--- config.mk ---
export PLATFORM = sky130hd
export DESIGN_NAME = debounce_edge
export DESIGN_NICKNAME = d
export VERILOG_FILES = /design/src/rtl/debounce_edge.sv
export SDC_FILE = /design/constraint.sdc
export NUM_CORES = 1
export LEC_CHECK = 0
export CORE_AREA = 3 3 40 42
export CTS_CLUSTER_SIZE = 10
export DETAILED_ROUTE_END_ITERATION = 10
export DIE_AREA = 0 0 43 45
export PLACE_DENSITY = 0.62
export SLEW_MARGIN = 20
export SYNTH_ARGS = -nofsm -noshare
export SYNTH_HDL_FRONTEND = slang
export SYNTH_SLANG_ARGS = --single-unit
--- constraint.sdc ---
create_clock -name clk -period 1.9 [get_ports clk]
set_input_delay 0.475 -clock clk [delete_from_list [all_inputs] [get_ports clk]]
set_output_delay 0.475 -clock clk [all_outputs]
set_load 0.005 [all_outputs]
--- src/rtl/debounce_edge.sv ---
// Synchroniser plus counter-based stability filter producing a clean level and
// registered rise/fall pulses. Define DEBOUNCE_TOGGLE_EN to add the toggle_q output.
module debounce_edge #(
  parameter int   SYNC_STAGES   = 2,
  parameter int   STABLE_CYCLES = 4,
  parameter int   CNT_W         = 8,
  parameter logic RESET_LEVEL   = 1'b0
) (
  input  logic clk,
  input  logic reset,
  input  logic d_in,
  output logic db_out,
  output logic rise,
  output logic fall,
`ifdef DEBOUNCE_TOGGLE_EN
  output logic toggle_q,
`endif
  output logic busy
);

  localparam logic [CNT_W-1:0] CNT_LAST = CNT_W'(STABLE_CYCLES - 1);

  logic [SYNC_STAGES-1:0] sync;
  logic [CNT_W-1:0]       cnt;
  logic                   s;
  logic                   update;

  assign s      = sync[SYNC_STAGES-1];
  assign update = (s != db_out) && (cnt == CNT_LAST);
  assign busy   = (cnt != '0);

  // NOTE: sequential state uses non-blocking assignments so every flop samples
  // the pre-edge value of its neighbour; blocking here would collapse the chain.
  always_ff @(posedge clk) begin
    if (reset) begin
      sync <= {SYNC_STAGES{RESET_LEVEL}};
    end else begin
      sync <= {sync[SYNC_STAGES-2:0], d_in};
    end
  end

  // Any sample matching the current level restarts the count from zero.
  always_ff @(posedge clk) begin
    if (reset) begin
      db_out <= RESET_LEVEL;
      cnt    <= '0;
      rise   <= 1'b0;
      fall   <= 1'b0;
    end else begin
      rise <= update && s;
      fall <= update && !s;
      if (s == db_out) begin
        cnt <= '0;
      end else if (update) begin
        db_out <= s;
        cnt    <= '0;
      end else begin
        cnt <= cnt + CNT_W'(1);
      end
    end
  end

`ifdef DEBOUNCE_TOGGLE_EN
  always_ff @(posedge clk) begin
    if (reset) begin
      toggle_q <= 1'b0;
    end else if (rise) begin
      toggle_q <= !toggle_q;
    end
  end
`endif

endmodule

# Yosys cells after proc, flatten, opt, wreduce, memory -nomap -nowiden
# Index checks and enable logic that the tools add are counted.
# Widths: inputs -> output; s select.
# classes
eq_ne,3
bitwise_logic,1
reduce_logical,7
n_addsub,1
# ops
cell,n
$add 8x1->8 const B,1
$eq 8x2->1 const B,1
$reduce_bool 8->1,1
$logic_and 1x1->1,3
$reduce_or 3->1,1
$reduce_and 2->1,1
$eq 1x1->1,1
$logic_not 1->1,1
$ne 1x1->1,1
$not 1->1,1
# word_totals
word_cells,17
regBits,13
out_inout_bits,4

# Logic depth before layout (Yosys ltp)
# Gate-level depths: netlist (run 1).
# depth
ltp_word,3
ltp_mapped,4
ltp_nobuf,4

# Least setup slack after synthesis (run 1)
# Ideal clock, no wire load.
# synth_path
path_kind,register -> register
startpoint,reg cnt[0]
endpoint,reg db_out
path_stages_with_launch,5
setup_time_ps,115
setup_slack_ps,301
n_path_buf,0
t_arrival_ps,1484
required_time_ps,1785
synth_period_minus_slack_ps,1599
cell_sequence,dfxtp_1 ha_1 or3b_2 or2_4 a31o_1
# synth_between
elab_chain_cells,3
# synth_lines
item,line_no,text
"start, declared",24,logic [CNT_W-1:0] cnt;
"start signal, assigned",58,cnt <= cnt + CNT_W'(1);
$eq 8x2->1,29,assign update = (s != db_out) && (cnt == CNT_LAST);
$logic_and 1x1->1,29,
$reduce_and 2->1 (no line),--,
"end signal, assigned",55,db_out <= s;
"end, declared",12,"output logic db_out,"
# Every way passes these cells.
# A chain may end at the register's enable or synchronous reset.

# Worst setup path after layout (run 1)
# layout_path
startpoint,reg cnt[3]
endpoint,out busy
# layout_between
elab_chain_cells,1
# layout_lines
item,line_no,text
$reduce_bool 8->1,30,assign busy = (cnt != '0);
"end, declared",18,output logic busy
# Every way passes these cells.

==> results by group, run 1 <==
Outcome
  • Run status: finished, violations left
  • Failing checks: setup timing

Clocking
  • CTS tree: done
  • Clock latency on the worst-skew pair: 0.27 ns
  • CTS Sinks: 13
  • TritonCTS Buffers: 3
  • Clock tree buffer depth: 2
  • Cts hold-fix bufs: 0
  • Clk slew on worst S/H paths: 0.08 ns
  • CTS H-tree lvls: 1
  • CTS Root Cell: clkbuf_4

Synthesis
  • Mean area per synthesized cell: 8.925 um2
  • Area contributors post-synth: dfxtp_1 49%, inv_1 4.9%, xor2_1 4.9%
  • Top cell type by total area after synthesis: dfxtp_1
  • EDFF count, synth: 0
  • Area share of the leading cell type in the synthesized netlist: 48.60%
  • #FFs+latches synth: 13
  • Count leader, synth: dfxtp_1
  • Post-Syn Instances: 60
  • Ys flop type: dfxtp_1
  • Post-synth net total: 65
  • Synth cell types: 20
  • Post-synth top cells: 13 x dfxtp_1, 7 x inv_1
  • Fraction of registers with async set/reset: 0%
  • Part of the Yosys area used for sequential elements: 48.60%
  • Mapped Area: 535.5 um2
  • Ys Warns: 0

Worst setup path
  • Data arrival, critical path: 1.45 ns
  • Crit path max-delay cell type: or4_4
  • Slowest cell delay on critical path: 0.53 ns
  • Crit path buffers/inverters: 1
  • Kind of critical path: flip-flop to output port
  • CP Capture Type: output port
  • CP required: 1.42 ns
  • CP Max Fanout: 2
  • CP Launch Type: flip-flop
  • Worst-path cell chain: or4_4 > nor3_2 > nand2_1 > buf_2
  • CP top delay family: simple AND/OR/NAND/NOR gates

Global route
  • Remaining global-route overflow: 0
  • Total GRT Usage: 12.79%
  • Initial antenna violation count: 0
  • Largest net degree at the start of global routing: 9
  • First-pass GRT wire length: 1.800 mm
  • Vias in the first global route: 440

Power
  • NetSw: 97.84 uW
  • Pwr Density: 656.9 mW/mm2
  • Peak supply drop: 0.4453 mV
  • Leak: 0.2670 nW
  • Clk pwr share: 36.6%
  • Logic pwr share: 3.0%
  • Sw Ratio: 21.37%
  • P_int: 360.0 uW
  • Sequential share of power: 60.4%

Floorplanning
  • Die area: 0.001935 mm2
  • Top Ports: 7
  • Die X-Extent: 43 um
  • Die H: 45 um
  • Std-Cell Rows: 13
  • Initial Util: 41.67%
  • Core box area: 0.001285 mm2

STA
  • Achievable frequency: 0.5204 GHz
  • Final Hold Slack: 0.4382 ns
  • Setup TNS: -0.02177 ns
  • Measured slew at the worst slew-check pin: 0.3828 ns
  • Unrepaired setup endpoints after global routing: yes
  • Final setup fails: 1
  • Setup ws final: -0.02177 ns
  • Fin Clk Skew: 0.001560 ns
  • Fin. Hold Viols: 0
  • Max-slew violation count: 0
  • Slew headroom: 74.16%
  • Fin crit share: 101.1%
  • Minimum clock period: 1.922 ns

Layout
  • Post-route cell area: 696.9 um2
  • Layout Area Growth over Synthesis: 30.14%
  • Post-layout nets: 83
  • Layout cell share with drive strength beyond 1: 23.38%
  • Diode count: 0
  • Final core occ: 54.24%

Routing
  • ANT nets after route: 0
  • Per-cell routed wire length: 10.91 um
  • DRT Wirelength: 1.004 mm
  • Drt first pass iters: 4
  • Initial DRC Count: 11
  • Via density: 4.957
  • # DRC: 0
  • Via count: 456

Hold path
  • HP Class: flip-flop to flip-flop

Placed design
  • Setup WS pre-CTS: -0.06171 ns
  • Port-buffer cells: 6
  • Post-DP HPWL: 774.3 um
  • Area after DPL: 659.4 um2
  • RD Place Congestion: 0.7898

Flow run
  • Max Cap Viol: 0
-- layer usage --
metal  track usage [%]  vias to the layer above  wire length (um)
met1             15.85                      206               486
met5                 0                        -                 0
met4             7.229                        0                 9
met2             20.06                        8               469
met3             3.586                        2                39
li1                  -                      240                 -
-- timing repair --
item / 4_1_cts / 5_1_grt
setup buffers: 1 / 0
gates resized for setup: 6 / 1
endpoints found under the setup margin: 1 / 1
gates cloned: 0 / 0
pin swaps: 3 / 3
-- registers in the layout, summed over array words and instances (netlist names) --
register	count
cnt	8
db_out	1
fall	1
rise	1
sync	2
-- stage by stage --
stage | power [mW] | cells
3_3_place_gp | 0.2972 | 87
6_report | 0.4578 | 92
2_1_floorplan | 0.2889 | 60
4_1_cts | 0.4672 | 92
3_5_place_dp | 0.2976 | 87
5_1_grt | 0.4816 | 92
-- final timing paths --
path                               from      end  slack, ns  cells after the start
worst max register to register   cnt[0]   db_out       0.17                      4
worst min register to register  sync[0]  sync[1]       0.44                      1
worst max-delay path             cnt[3]     busy      -0.02                      4
worst min-delay path            sync[0]  sync[1]       0.44                      1
-- layout by cell type (no fill, tap or decap), drive strengths merged --
cell and n:
or4 1, nor2b 2, or3b 1, xor2 3
nor2 4, nor4 1, or3 3, o211ai 1
o311ai 1, nand4 1, nand2 4, nand3 4
or2 1, inv 7, nor3 3, buf 8
a31o 1, dfxtp 13, o21ai 3, clkinv 1
a21oi 4, clkdlybuf4s50 5, ha 2, clkbuf 3
-- area by class of cell --
| cell class | count | area [um2] |
|---|---|---|
| fill | 126 | 588.1 |
| sequential | 13 | 262.8 |
| multi-input combinational | 40 | 254.0 |
| timing repair buffer | 13 | 107.6 |
| inverter | 7 | 26.28 |
| clock buffer | 3 | 22.52 |
| tap | 15 | 18.77 |
| clock inverter | 1 | 5.005 |
-- power by group through the flow --
stage | logic [mW] | registers [mW] | clock network, mW
final | 0.0136 | 0.277 | 0.168
after global routing | 0.0157 | 0.277 | 0.189
after CTS | 0.0140 | 0.277 | 0.177
after detailed placement | 0.0146 | 0.283 | 0
after global placement | 0.0141 | 0.283 | 0
after floorplan | 0.00620 | 0.283 | 0
-- logic make-up after synthesis --
group,after synthesis,share of synthesized area [%]
adders and majority gates,2,4.672
AOI/OAI and AO/OA,10,11.22
DFF,13,48.60
xor gates and xnor gates,3,4.907
and+or+nand+nor,25,25.70
buffers and inverters,7,4.907
Power figures use the tool's default switching activity.
==> run 2: changes to the inputs <==
--- a/config.mk
+++ b/config.mk
@@ -5,6 +5,7 @@
 export SDC_FILE = /design/constraint.sdc
 export NUM_CORES = 1
 export LEC_CHECK = 0
+export ABC_CLOCK_PERIOD_IN_PS = 1900
 export CORE_AREA = 3 3 40 42
 export CTS_CLUSTER_SIZE = 10
 export DETAILED_ROUTE_END_ITERATION = 10
==> results of run 2 <==
No change in the layout: final DEF, timing and power equal those of run 1.
